**src/rtl/game_pkg.sv**
```systemverilog
// Shared game widths, state encoding and score ceiling used by the game-state
// bookkeeping and the 7-segment display driver.
package game_pkg;

  typedef enum logic [1:0] {
    IDLE      = 2'd0,
    PLAYING   = 2'd1,
    GAME_OVER = 2'd2
  } state_t;

  localparam int unsigned SCORE_W           = 10;
  localparam int unsigned LIVES_W           = 2;
  localparam int unsigned COMBO_W           = 4;
  localparam int unsigned SCORE_MAX_DEFAULT = 999;

  // Counter width able to hold GRACE_CYCLES-1; at least one bit.
  function automatic int unsigned grace_w(input int unsigned cycles);
    return (cycles > 1) ? $clog2(cycles) : 1;
  endfunction

endpackage

```
**src/rtl/score_life_tracker_grace_timer.sv**
```systemverilog
// Miss-immunity down-counter: loadable, decrements while enabled and nonzero,
// with a registered flag that mirrors (count != 0).
module grace_timer
  import game_pkg::*;
#(
  parameter int unsigned GRACE_CYCLES = 500000,
  localparam int unsigned CW = grace_w(GRACE_CYCLES)
) (
  input  logic          clk_1mhz,
  input  logic          rst,
  input  logic          load,
  input  logic [CW-1:0] load_val,
  input  logic          count_en,
  output logic          active
);

  logic [CW-1:0] count;
  logic [CW-1:0] count_next;

  always_comb begin
    count_next = count;
    if (load) begin
      count_next = load_val;
    end else if (count_en && (count != '0)) begin
      count_next = count - 1'b1;
    end
  end

  // Flag derives from the next value so it always equals (count != 0).
  always_ff @(posedge clk_1mhz or posedge rst) begin
    if (rst) begin
      count  <= '0;
      active <= 1'b0;
    end else begin
      count  <= count_next;
      active <= (count_next != '0);
    end
  end

endmodule

```
**src/rtl/score_life_tracker.sv**
```systemverilog
// Game-state bookkeeping: saturating score with combo bonus, lives, miss
// grace window and the IDLE/PLAYING/GAME_OVER state for the display driver.
module score_life_tracker
  import game_pkg::*;
#(
  parameter int unsigned INIT_LIVES   = 3,
  parameter int unsigned SCORE_MAX    = SCORE_MAX_DEFAULT,
  parameter int unsigned HIT_POINTS   = 1,
  parameter int unsigned COMBO_THRESH = 3,
  parameter int unsigned COMBO_BONUS  = 1,
  parameter int unsigned GRACE_CYCLES = 500000
) (
  input  logic               clk_1mhz,
  input  logic               rst,
  input  logic               start_pulse,
  input  logic               hit_pulse,
  input  logic               miss_pulse,
  output logic [SCORE_W-1:0] score,
  output logic [LIVES_W-1:0] lives,
  output logic [COMBO_W-1:0] combo,
  output logic               playing,
  output logic               game_over,
  output logic               life_lost,
  output logic               grace_active
);

  localparam int unsigned GW    = grace_w(GRACE_CYCLES);
  localparam int unsigned SUM_W = SCORE_W + 1;

  localparam logic [SUM_W-1:0]   SUM_MAX    = SUM_W'(SCORE_MAX);
  localparam logic [SUM_W-1:0]   PTS_BASE   = SUM_W'(HIT_POINTS);
  localparam logic [SUM_W-1:0]   PTS_COMBO  = SUM_W'(HIT_POINTS + COMBO_BONUS);
  localparam logic [COMBO_W:0]   THRESH     = (COMBO_W + 1)'(COMBO_THRESH);
  localparam logic [LIVES_W-1:0] LIVES_INIT = LIVES_W'(INIT_LIVES);
  localparam logic [GW-1:0]      GRACE_LOAD = (GRACE_CYCLES == 0) ? '0 : GW'(GRACE_CYCLES - 1);

  state_t              state;
  logic                start_entry;
  logic                miss_eff;
  logic                grace_load;
  logic [GW-1:0]       grace_val;
  logic [SUM_W-1:0]    sum;
  logic [SCORE_W-1:0]  score_hit;

  always_comb begin
    start_entry = (state != PLAYING) && start_pulse;
    miss_eff    = (state == PLAYING) && miss_pulse && !grace_active && (lives != '0);
    sum         = {1'b0, score} + (({1'b0, combo} >= THRESH) ? PTS_COMBO : PTS_BASE);
    score_hit   = (sum > SUM_MAX) ? SUM_MAX[SCORE_W-1:0] : sum[SCORE_W-1:0];
    // Entering PLAYING clears the timer through the load path with value 0.
    grace_load  = start_entry ||
                  (miss_eff && (lives != LIVES_W'(1)) && (GRACE_CYCLES != 0));
    grace_val   = start_entry ? '0 : GRACE_LOAD;
  end

  grace_timer #(
    .GRACE_CYCLES(GRACE_CYCLES)
  ) u_grace_timer (
    .clk_1mhz (clk_1mhz),
    .rst      (rst),
    .load     (grace_load),
    .load_val (grace_val),
    .count_en (1'b1),
    .active   (grace_active)
  );

  always_ff @(posedge clk_1mhz or posedge rst) begin
    if (rst) begin
      state     <= IDLE;
      score     <= '0;
      lives     <= LIVES_INIT;
      combo     <= '0;
      playing   <= 1'b0;
      game_over <= 1'b0;
      life_lost <= 1'b0;
    end else begin
      life_lost <= 1'b0;
      case (state)
        IDLE, GAME_OVER: begin
          if (start_pulse) begin
            state     <= PLAYING;
            score     <= '0;
            lives     <= LIVES_INIT;
            combo     <= '0;
            playing   <= 1'b1;
            game_over <= 1'b0;
          end
        end
        PLAYING: begin
          if (hit_pulse) begin
            score <= score_hit;
            combo <= (combo == '1) ? combo : combo + 1'b1;
          end
          // A coincident miss overrides the hit's combo update.
          if (miss_eff) begin
            combo     <= '0;
            lives     <= lives - 1'b1;
            life_lost <= 1'b1;
            if (lives == LIVES_W'(1)) begin
              state     <= GAME_OVER;
              playing   <= 1'b0;
              game_over <= 1'b1;
            end
          end
        end
        default: begin
          state     <= IDLE;
          playing   <= 1'b0;
          game_over <= 1'b0;
        end
      endcase
    end
  end

endmodule

```
**config.mk**
```make
export PLATFORM = sky130hd
export DESIGN_NAME = score_life_tracker
export DESIGN_NICKNAME = d
export VERILOG_FILES = /design/src/rtl/game_pkg.sv /design/src/rtl/score_life_tracker_grace_timer.sv /design/src/rtl/score_life_tracker.sv
export SDC_FILE = /design/constraint.sdc
export NUM_CORES = 1
export LEC_CHECK = 0
export CORE_ASPECT_RATIO = 0.8
export CORE_MARGIN = 5
export CORE_UTILIZATION = 42
export CTS_CLUSTER_DIAMETER = 30
export DETAILED_ROUTE_END_ITERATION = 10
export PLACE_DENSITY = 0.65
export SLEW_MARGIN = 20
export SYNTH_ARGS = -nofsm -noshare
export SYNTH_HDL_FRONTEND = slang
export SYNTH_SLANG_ARGS = --single-unit
```
**constraint.sdc**
```tcl
create_clock -name clk_1mhz -period 4.55 [get_ports clk_1mhz]
set_input_delay 0.91 -clock clk_1mhz [delete_from_list [all_inputs] [get_ports clk_1mhz]]
set_output_delay 0.91 -clock clk_1mhz [all_outputs]
set_load 0.02 [all_outputs]
```
==> results of run 1 <==
[placed cells by master, fill, tap and decap left out, types with 2 or more instances in the layout]
| cell type | count |
|---|---|
| sky130_fd_sc_hd__inv_1 | 14 |
| sky130_fd_sc_hd__nor2b_1 | 2 |
| sky130_fd_sc_hd__o211ai_1 | 2 |
| sky130_fd_sc_hd__nand2_1 | 27 |
| sky130_fd_sc_hd__nor4_2 | 3 |
| sky130_fd_sc_hd__nand3_1 | 7 |
| sky130_fd_sc_hd__or3_1 | 2 |
| sky130_fd_sc_hd__a22o_1 | 3 |
| sky130_fd_sc_hd__nor4_1 | 8 |
| sky130_fd_sc_hd__nor2_1 | 29 |
| sky130_fd_sc_hd__or2_2 | 2 |
| sky130_fd_sc_hd__or4_1 | 3 |
| sky130_fd_sc_hd__nand4b_1 | 3 |
| sky130_fd_sc_hd__and3_1 | 3 |
| sky130_fd_sc_hd__clkdlybuf4s50_1 | 24 |
| sky130_fd_sc_hd__a31oi_1 | 5 |
| sky130_fd_sc_hd__a21oi_1 | 16 |
| sky130_fd_sc_hd__and4b_1 | 2 |
| sky130_fd_sc_hd__xor2_1 | 6 |
| sky130_fd_sc_hd__nand4_1 | 4 |
| sky130_fd_sc_hd__o21ai_0 | 20 |
| sky130_fd_sc_hd__ha_1 | 6 |
| sky130_fd_sc_hd__or4b_1 | 2 |
| sky130_fd_sc_hd__mux2i_1 | 4 |
| sky130_fd_sc_hd__dfstp_2 | 2 |
| sky130_fd_sc_hd__a211oi_1 | 7 |
| sky130_fd_sc_hd__nand2b_1 | 6 |
| sky130_fd_sc_hd__o31a_1 | 4 |
| sky130_fd_sc_hd__xnor2_1 | 6 |
| sky130_fd_sc_hd__or3_2 | 2 |
| sky130_fd_sc_hd__and2_1 | 2 |
| sky130_fd_sc_hd__a21o_1 | 4 |
| sky130_fd_sc_hd__nor3_1 | 7 |
| sky130_fd_sc_hd__o31ai_1 | 3 |
| sky130_fd_sc_hd__o21a_1 | 3 |
| sky130_fd_sc_hd__clkbuf_8 | 6 |
| sky130_fd_sc_hd__dfrtp_1 | 38 |
[stage by stage]
stage / hold WS [ns] / cells / util [%] / total power [uW]
final: 0.527 / 384 / 49.8 / 1940
after global routing: 0.536 / 384 / 49.8 / 2110
after CTS: 0.516 / 384 / 49.8 / 1940
after detailed placement: 0.506 / 376 / 47.7 / 1630
after global placement: 0.503 / 376 / 47.7 / 1620
after floorplan: 0.522 / 281 / - / 1360
[worst max-delay path, cell delays in order (launching register included)]
cell and delay (ns):
sky130_fd_sc_hd__dfrtp_1 0.44, sky130_fd_sc_hd__ha_1 0.25, sky130_fd_sc_hd__nor3_1 0.53, sky130_fd_sc_hd__ha_1 0.31, sky130_fd_sc_hd__inv_1 0.07, sky130_fd_sc_hd__fa_1 0.50, sky130_fd_sc_hd__and4b_1 0.42, sky130_fd_sc_hd__nor4_1 0.09
sky130_fd_sc_hd__o21a_1 0.19, sky130_fd_sc_hd__o211ai_1 0.29, sky130_fd_sc_hd__nand2_1 0.20, sky130_fd_sc_hd__o21ai_0 0.18, sky130_fd_sc_hd__o21ai_0 0.10
[registers in the layout, indices dropped and copies added, names as in the netlist]
name,count
combo,4
game_over,1
life_lost,1
lives,2
playing,1
score,10
state,1
u_grace_timer.active,1
u_grace_timer.count,19
[cells by family after synthesis]
logic type	after synthesis	synth area share, %
adders and majority gates	7	3.81
muxes	4	1.60
buffers and inverters	25	4.31
and+or+nand+nor	118	26.3
AOI/OAI and AO/OA	75	19.6
xor gates and xnor gates	12	4.21
DFF	40	40.2
[power by group]
part	total, uW	internal (uW)	switching (uW)
registers	654	487	167
clock network	308	179	129
logic	977	408	569
[final cells by class]
class | count | share of cell area, %
Timing Repair Buffer | 25 | 8.51
Inverter | 14 | 1.80
Sequential cell | 40 | 34.5
Clock buffer | 6 | 2.84
Multi-Input combinational cell | 216 | 47.6
Tap cell | 81 | 3.48
Clock inverter | 2 | 1.33
[per-layer routing]
metal | share of wire (%) | global-route usage (%) | vias up
met1 | 53 | 28.3 | 1019
met3 | 6.1 | 3.60 | 7
met2 | 40 | 23.4 | 63
met5 | 0 | 0 | -
met4 | 0.63 | 3.41 | 0
li1 | - | - | 1068
[how the worst max path moves through the flow]
| stage | slack (ns) | cells past startpoint | to | from |
|---|---|---|---|---|
| CTS | 0.91 | 12 | score[2]$_DFFE_PP0P_ | combo[0]$_DFFE_PP0P_ |
| detailed placement | 0.90 | 8 | u_grace_timer.active$_DFF_PP0_ | miss_pulse |
| floorplan | 1.28 | 13 | score[2]$_DFFE_PP0P_ | combo[0]$_DFFE_PP0P_ |
| global route | 0.56 | 12 | score[6]$_DFFE_PP0P_ | combo[0]$_DFFE_PP0P_ |
| global placement | 0.92 | 8 | u_grace_timer.active$_DFF_PP0_ | miss_pulse |
| finish | 0.86 | 12 | score[2]$_DFFE_PP0P_ | combo[0]$_DFFE_PP0P_ |
==> metrics.log, run 1 <==
[metrics] Antenna Nets Post-Route: 0
[metrics] total half-perimeter wirelength after legalization and detailed placement: 4470 microns
[metrics] IO Pins: 25
[metrics] final hold violation count: 0
[metrics] Worst Hold Class: flip-flop to flip-flop
[metrics] count of buffers added by post-CTS timing repair for setup: 0
[metrics] setup repair after global routing missed its margin: false
[metrics] quantity of I/O buffers inserted on ports: 24
[metrics] WP data required: 4.72 ns
[metrics] number of distinct library cell variants in the gate-level netlist after synthesis: 52
[metrics] nets in the synthesized netlist: 293
[metrics] crit path setup slack, layout: 0.856 ns
[metrics] length in cells of the worst reg-to-reg path: 12
[metrics] number of maximum-capacitance violations: 0
[metrics] CTS hold repair buffers: 0
[metrics] area growth from synthesis to layout: 16.6%
[metrics] Post-layout nets: 314
[metrics] Min-Delay Endpoint: lives[1]$_DFFE_PP1P_
[metrics] top-area cell type share of the netlist area: 38.1%
[metrics] portion of the post-synthesis area used by sequential elements: 40.2%
[metrics] setup violators final: 0
[metrics] synthesis-stage register bit count: 40
[metrics] maximum number of pins on one net before global-route repair: 36
[metrics] CP max FO: 8
[metrics] number of buffers created by CTS: 5
[metrics] total die area: 7600 sq um
[metrics] Syn Area/Cell: 8.89 sq um
[metrics] number of enable flip-flop cells after synthesis: 0
[metrics] share of synthesized flip-flops with an asynchronous set or reset: 100%
[metrics] insertion delay of the later-clocked pin in the worst-skew pair: 0.29 ns
[metrics] finished layout cell area: 2910 sq um
[metrics] number of design rule violations left after detail routing: 0
[metrics] pins over their slew limit: 0
[metrics] Final min period: 3.69 ns
[metrics] Place WS: 0.902 ns
[metrics] post-DR wirelength/cell: 15.8 microns
[metrics] average via count per standard cell: 5.62
[metrics] worst setup path category: flip-flop to flip-flop
[metrics] most used standard cell by instance count after synthesis: sky130_fd_sc_hd__dfrtp_1
[metrics] multi-input combinational cell area: 1390 sq um
[metrics] fraction of layout instances using a drive strength above 1: 7.26%
[metrics] vias in the first global route: 2,082
[metrics] area of the core: 5850 sq um
[metrics] power density over the cells: 666 nW/um^2
[metrics] worst endpoint data arrival time: 3.86 ns
[metrics] number of buffers on the longest clock path: 2
[metrics] reg2reg setup slack: 0.86 ns
[metrics] antenna cells: 0
[metrics] grt total ovfl: 0
[metrics] yosys warns: 0
[metrics] cell taking the most area after synthesis: sky130_fd_sc_hd__dfrtp_1
[metrics] routed vias: 2,157
[metrics] overall routing resource usage: 17.4%
[metrics] number of fill cells in the layout: 566
[metrics] slew at the pin closest to its max-slew limit: 0.620 ns
[metrics] Setup TNS: 0 ns
[metrics] global-route wire length before repair: 10,500 microns
[metrics] leakage power: 0.00128 uW
[metrics] reg2reg start: combo[0]$_DFFE_PP0P_
[metrics] Syn Inst Count: 281
[metrics] Initial DRC Count: 164
[metrics] synth top area cells: sky130_fd_sc_hd__dfrtp_1, sky130_fd_sc_hd__nor2_1, sky130_fd_sc_hd__nand2_1
[metrics] commonest cells in the synthesized netlist: sky130_fd_sc_hd__dfrtp_1, sky130_fd_sc_hd__nor2_1, sky130_fd_sc_hd__nand2_1
[metrics] post_cts resized: 0
[metrics] H-tree levels: 2
[metrics] x dimension of the die: 96.2 microns
[metrics] site row count: 25
[metrics] type of element capturing the critical path: flip-flop
[metrics] effective utilization at floorplan: 42.7%
[metrics] critical path launch point type: flip-flop
[metrics] final clock period utilization by the worst path: 81.2%
[metrics] top_reg_cell synth: sky130_fd_sc_hd__dfrtp_1
[metrics] Post-Route WL: 6060 microns
[metrics] Seq. cell area: 1000 sq um
[metrics] Max rail drop VDD: 318 uV
[metrics] TritonCTS clock tree: yes
[metrics] end of the worst register-to-register path: score[2]$_DFFE_PP0P_
[metrics] clock-pin slew reported for the worst setup and hold paths after clock tree synthesis: 0.09 ns
[metrics] outcome: finished clean
[metrics] detailed-router iteration count before antenna repair: 4
[metrics] Die Ht: 79.0 microns
[metrics] HP Start: lives[1]$_DFFE_PP1P_
[metrics] number of antenna violations at the first check in global routing: 0
[metrics] clk sink count: 40
[metrics] netlist area before placement: 2500 sq um
[metrics] maximum frequency from static timing analysis: 271 MHz
[metrics] Post-Place Cell Area: 2790 sq um
[metrics] cell at the root of the clock tree: sky130_fd_sc_hd__clkbuf_8
[metrics] Post-Route Skew: 0.0109 ns
[metrics] number of instances on the worst hold path: 2
[metrics] worst slew margin relative to its limit: 57.6%
[metrics] routability congestion estimate from global placement: 0.825
Power figures use the tool's default switching activity.
==> run 2: changes to the inputs <==
--- a/config.mk
+++ b/config.mk
@@ -10,7 +10,7 @@
 export CORE_UTILIZATION = 42
 export CTS_CLUSTER_DIAMETER = 30
 export DETAILED_ROUTE_END_ITERATION = 10
-export PLACE_DENSITY = 0.65
+export PLACE_DENSITY = 0.67
 export SLEW_MARGIN = 20
 export SYNTH_ARGS = -nofsm -noshare
 export SYNTH_HDL_FRONTEND = slang
==> constraint.sdc (replaced) <==
create_clock -name clk_1mhz -period 3 [get_ports clk_1mhz]
set_input_delay 0.6 -clock clk_1mhz [delete_from_list [all_inputs] [get_ports clk_1mhz]]
set_output_delay 0.6 -clock clk_1mhz [all_outputs]
set_load 0.02 [all_outputs]
==> metrics.log, run 2 (synthesis results as in run 1) <==
[metrics] outcome: finished clean
[metrics] slew at the pin closest to its max-slew limit: 0.638 ns (+0.0180 ns)
[metrics] quantity of I/O buffers inserted on ports: 24 (unchanged)
[metrics] pins over their slew limit: 0 (unchanged)
[metrics] clock-pin slew reported for the worst setup and hold paths after clock tree synthesis: 0.09 ns (about the same)
[metrics] maximum frequency from static timing analysis: 352 MHz (+30%)
[metrics] setup violators final: 0 (unchanged)
[metrics] Post-layout nets: 335 (+6.7%)
[metrics] finished layout cell area: 3110 sq um (+6.7%)
[metrics] WP data required: 3.19 ns (-1.53 ns)
[metrics] Final min period: 2.84 ns (-0.854 ns)
[metrics] Min-Delay Endpoint: lives[1]$_DFFE_PP1P_
[metrics] flip-flop count of the largest register after layout: 19 (unchanged)
[metrics] total die area: 7600 sq um (unchanged)
[metrics] detailed-router iteration count before antenna repair: 4 (unchanged)
[metrics] area of the core: 5850 sq um (unchanged)
[metrics] Post-Place Cell Area: 2950 sq um (+5.5%)
[metrics] most used cells in the layout excluding fill and tap cells: sky130_fd_sc_hd__dfrtp_1, sky130_fd_sc_hd__nor2_1, sky130_fd_sc_hd__nand2_1
[metrics] Worst path most repeated cell: sky130_fd_sc_hd__buf_4
[metrics] HP Start: lives[1]$_DFFE_PP1P_
[metrics] type of element capturing the critical path: flip-flop
[metrics] x dimension of the die: 96.2 microns (unchanged)
[metrics] Max rail drop VDD: 575 uV (+81%)
[metrics] area growth from synthesis to layout: 24.4%
[metrics] largest register by flop count: u_grace_timer.count
[metrics] final clock period utilization by the worst path: 94.7% (+13 points)
[metrics] TritonCTS clock tree: yes
[metrics] worst slew margin relative to its limit: 57.4% (-0.22 points)
[metrics] CTS hold repair buffers: 0 (unchanged)
[metrics] number of instances on the worst hold path: 2 (unchanged)
[metrics] final hold violation count: 0 (unchanged)
[metrics] Initial DRC Count: 131 (-20%)
[metrics] site row count: 25 (unchanged)
[metrics] highest-delay cell along the critical path: sky130_fd_sc_hd__dfrtp_2
[metrics] length in cells of the worst reg-to-reg path: 13 (+1)
[metrics] number of buffers created by CTS: 5 (unchanged)
[metrics] routed vias: 2,300 (+6.6%)
[metrics] fraction of layout instances using a drive strength above 1: 16.0% (+8.8 points)
[metrics] Antenna Nets Post-Route: 0 (unchanged)
[metrics] number of buffers on the longest clock path: 2 (unchanged)
[metrics] vias in the first global route: 2,186 (+5.0%)
[metrics] H-tree levels: 2 (unchanged)
[metrics] global-route wire length before repair: 10,700 microns (+2.2%)
[metrics] Die Ht: 79.0 microns (unchanged)
[metrics] Largest regs: u_grace_timer.count x19, score x10, combo x4
[metrics] Seq. cell area: 1000 sq um (+0.12%)
[metrics] critical path launch point type: flip-flop
[metrics] worst endpoint data arrival time: 3.03 ns (-0.83 ns)
[metrics] number of antenna violations at the first check in global routing: 0 (unchanged)
[metrics] clk sink count: 40 (unchanged)
[metrics] post-DR wirelength/cell: 15.6 microns (-1.4%)
[metrics] crit path setup slack, layout: 0.160 ns (-0.696 ns)
[metrics] number of fill cells in the layout: 556 (-1.8%)
[metrics] Post-Route WL: 6300 microns (+3.9%)
[metrics] average via count per standard cell: 5.68 (+1.1%)
[metrics] number of maximum-capacitance violations: 0 (unchanged)
[metrics] CP top delay family: adder cells
[metrics] routability congestion estimate from global placement: 0.883 (+7.0%)
[metrics] overall routing resource usage: 17.9% (+0.47 points)
[metrics] effective utilization at floorplan: 42.7% (unchanged)
[metrics] cell breakdown of the critical path: ha_2 > nor3_2 > buf_4 > ha_4 > inv_1 > fa_2 > and4b_1 > and3_1 > o21a_1 > o211ai_1 > buf_4 > a41o_1 > a22o_1
[metrics] reg2reg start: combo[0]$_DFFE_PP0P_
[metrics] cell at the root of the clock tree: sky130_fd_sc_hd__clkbuf_8
[metrics] power density over the cells: 1020 nW/um^2 (+53%)
[metrics] insertion delay of the later-clocked pin in the worst-skew pair: 0.30 ns (about the same)
[metrics] total design power: 3170 uW (+63%)
[metrics] Post-Route Skew: 0.00735 ns (-0.00351 ns)
[metrics] grt total ovfl: 0 (unchanged)
[metrics] multi-input combinational cell area: 1430 sq um (+3.0%)
[metrics] total buffers and inverters traversed by the critical path: 3 (+2)
[metrics] number of design rule violations left after detail routing: 0 (unchanged)
[metrics] worst setup path category: flip-flop to flip-flop
[metrics] maximum number of pins on one net before global-route repair: 41 (+14%)
[metrics] delay contributed by the slowest stage of the critical path: 0.41 ns (-0.12 ns)
[metrics] IO Pins: 25 (unchanged)
[metrics] commonest non-fill, non-tap cell in the layout: sky130_fd_sc_hd__dfrtp_1
[metrics] reg2reg setup slack: 0.16 ns (-0.70 ns)
[metrics] Setup TNS: 0 ns (unchanged)
[metrics] leakage power: 0.00138 uW (+7.5%)
[metrics] Place WS: 0.0602 ns (-0.842 ns)
[metrics] Worst Hold Class: flip-flop to flip-flop
[metrics] antenna cells: 0 (unchanged)
[metrics] end of the worst register-to-register path: score[3]$_DFFE_PP0P_
[metrics] total half-perimeter wirelength after legalization and detailed placement: 4560 microns (+2.1%)
[metrics] CP max FO: 4 (-4)
## run 2: area by class of cell
class	count	area share, %
multi-input combinational	216	46.0
clock inverter	3	1.49
clock buffer	5	2.22
inverter	14	1.69
tap	81	3.26
timing repair buffer	46	13.0
sequential	40	32.3
## run 2: report_power, final
part	leakage (uW)	switching, uW	total, uW	internal [uW]
clock	0.0000548	206	457	251
combinational	0.000817	964	1750	784
sequential	0.000508	222	962	740
total	0.00138	1390	3170	1770
## run 2: repair_timing
action | CTS | global route
gates resized for setup | 0 | 6
setup endpoints to repair | 0 | 8
buffers inserted | 0 | 2
## run 2: worst max path at each step
stage / end / slack, ns / depth (start not counted) / startpoint
2_1_floorplan: score[2]$_DFFE_PP0P_ / 0.009 / 13 / combo[0]$_DFFE_PP0P_
3_3_place_gp: u_grace_timer.active$_DFF_PP0_ / 0.09 / 7 / miss_pulse
3_5_place_dp: u_grace_timer.active$_DFF_PP0_ / 0.06 / 7 / miss_pulse
4_1_cts: u_grace_timer.active$_DFF_PP0_ / 0.02 / 9 / u_grace_timer.count[1]$_DFF_PP0_
5_1_grt: score[3]$_DFFE_PP0P_ / -0.009 / 13 / combo[0]$_DFFE_PP0P_
6_report: score[3]$_DFFE_PP0P_ / 0.16 / 13 / combo[0]$_DFFE_PP0P_
## run 2: metrics by stage
step	instances	hold WS [ns]	utilization [%]
CTS	403	0.529	52.3
detailed placement	395	0.514	50.4
floorplan	281	0.520	-
global placement	395	0.497	50.4
global route	405	0.573	53.1
finish	405	0.519	53.1
## run 2: tightest hold or removal path, stage by stage (launching register included)
cell and delay, ns:
sky130_fd_sc_hd__dfstp_2 0.38, sky130_fd_sc_hd__nor2_1 0.09, sky130_fd_sc_hd__a31oi_1 0.05
## run 2: routing by layer
metal	global-route usage, %	routed length (microns)	vias to the layer above
met4	4.83	63	0
met3	4.26	492	8
met2	24.6	2650	88
met1	27.7	3100	1090
met5	0	0	-
li1	-	-	1114
==> run 3: changes to the inputs <==
--- a/config.mk
+++ b/config.mk
@@ -5,6 +5,7 @@
 export SDC_FILE = /design/constraint.sdc
 export NUM_CORES = 1
 export LEC_CHECK = 0
+export CAP_MARGIN = 15
 export CORE_ASPECT_RATIO = 0.8
 export CORE_MARGIN = 5
 export CORE_UTILIZATION = 42
==> results of run 3 <==
The final DEF is identical to that of run 2; final timing and power are the same.
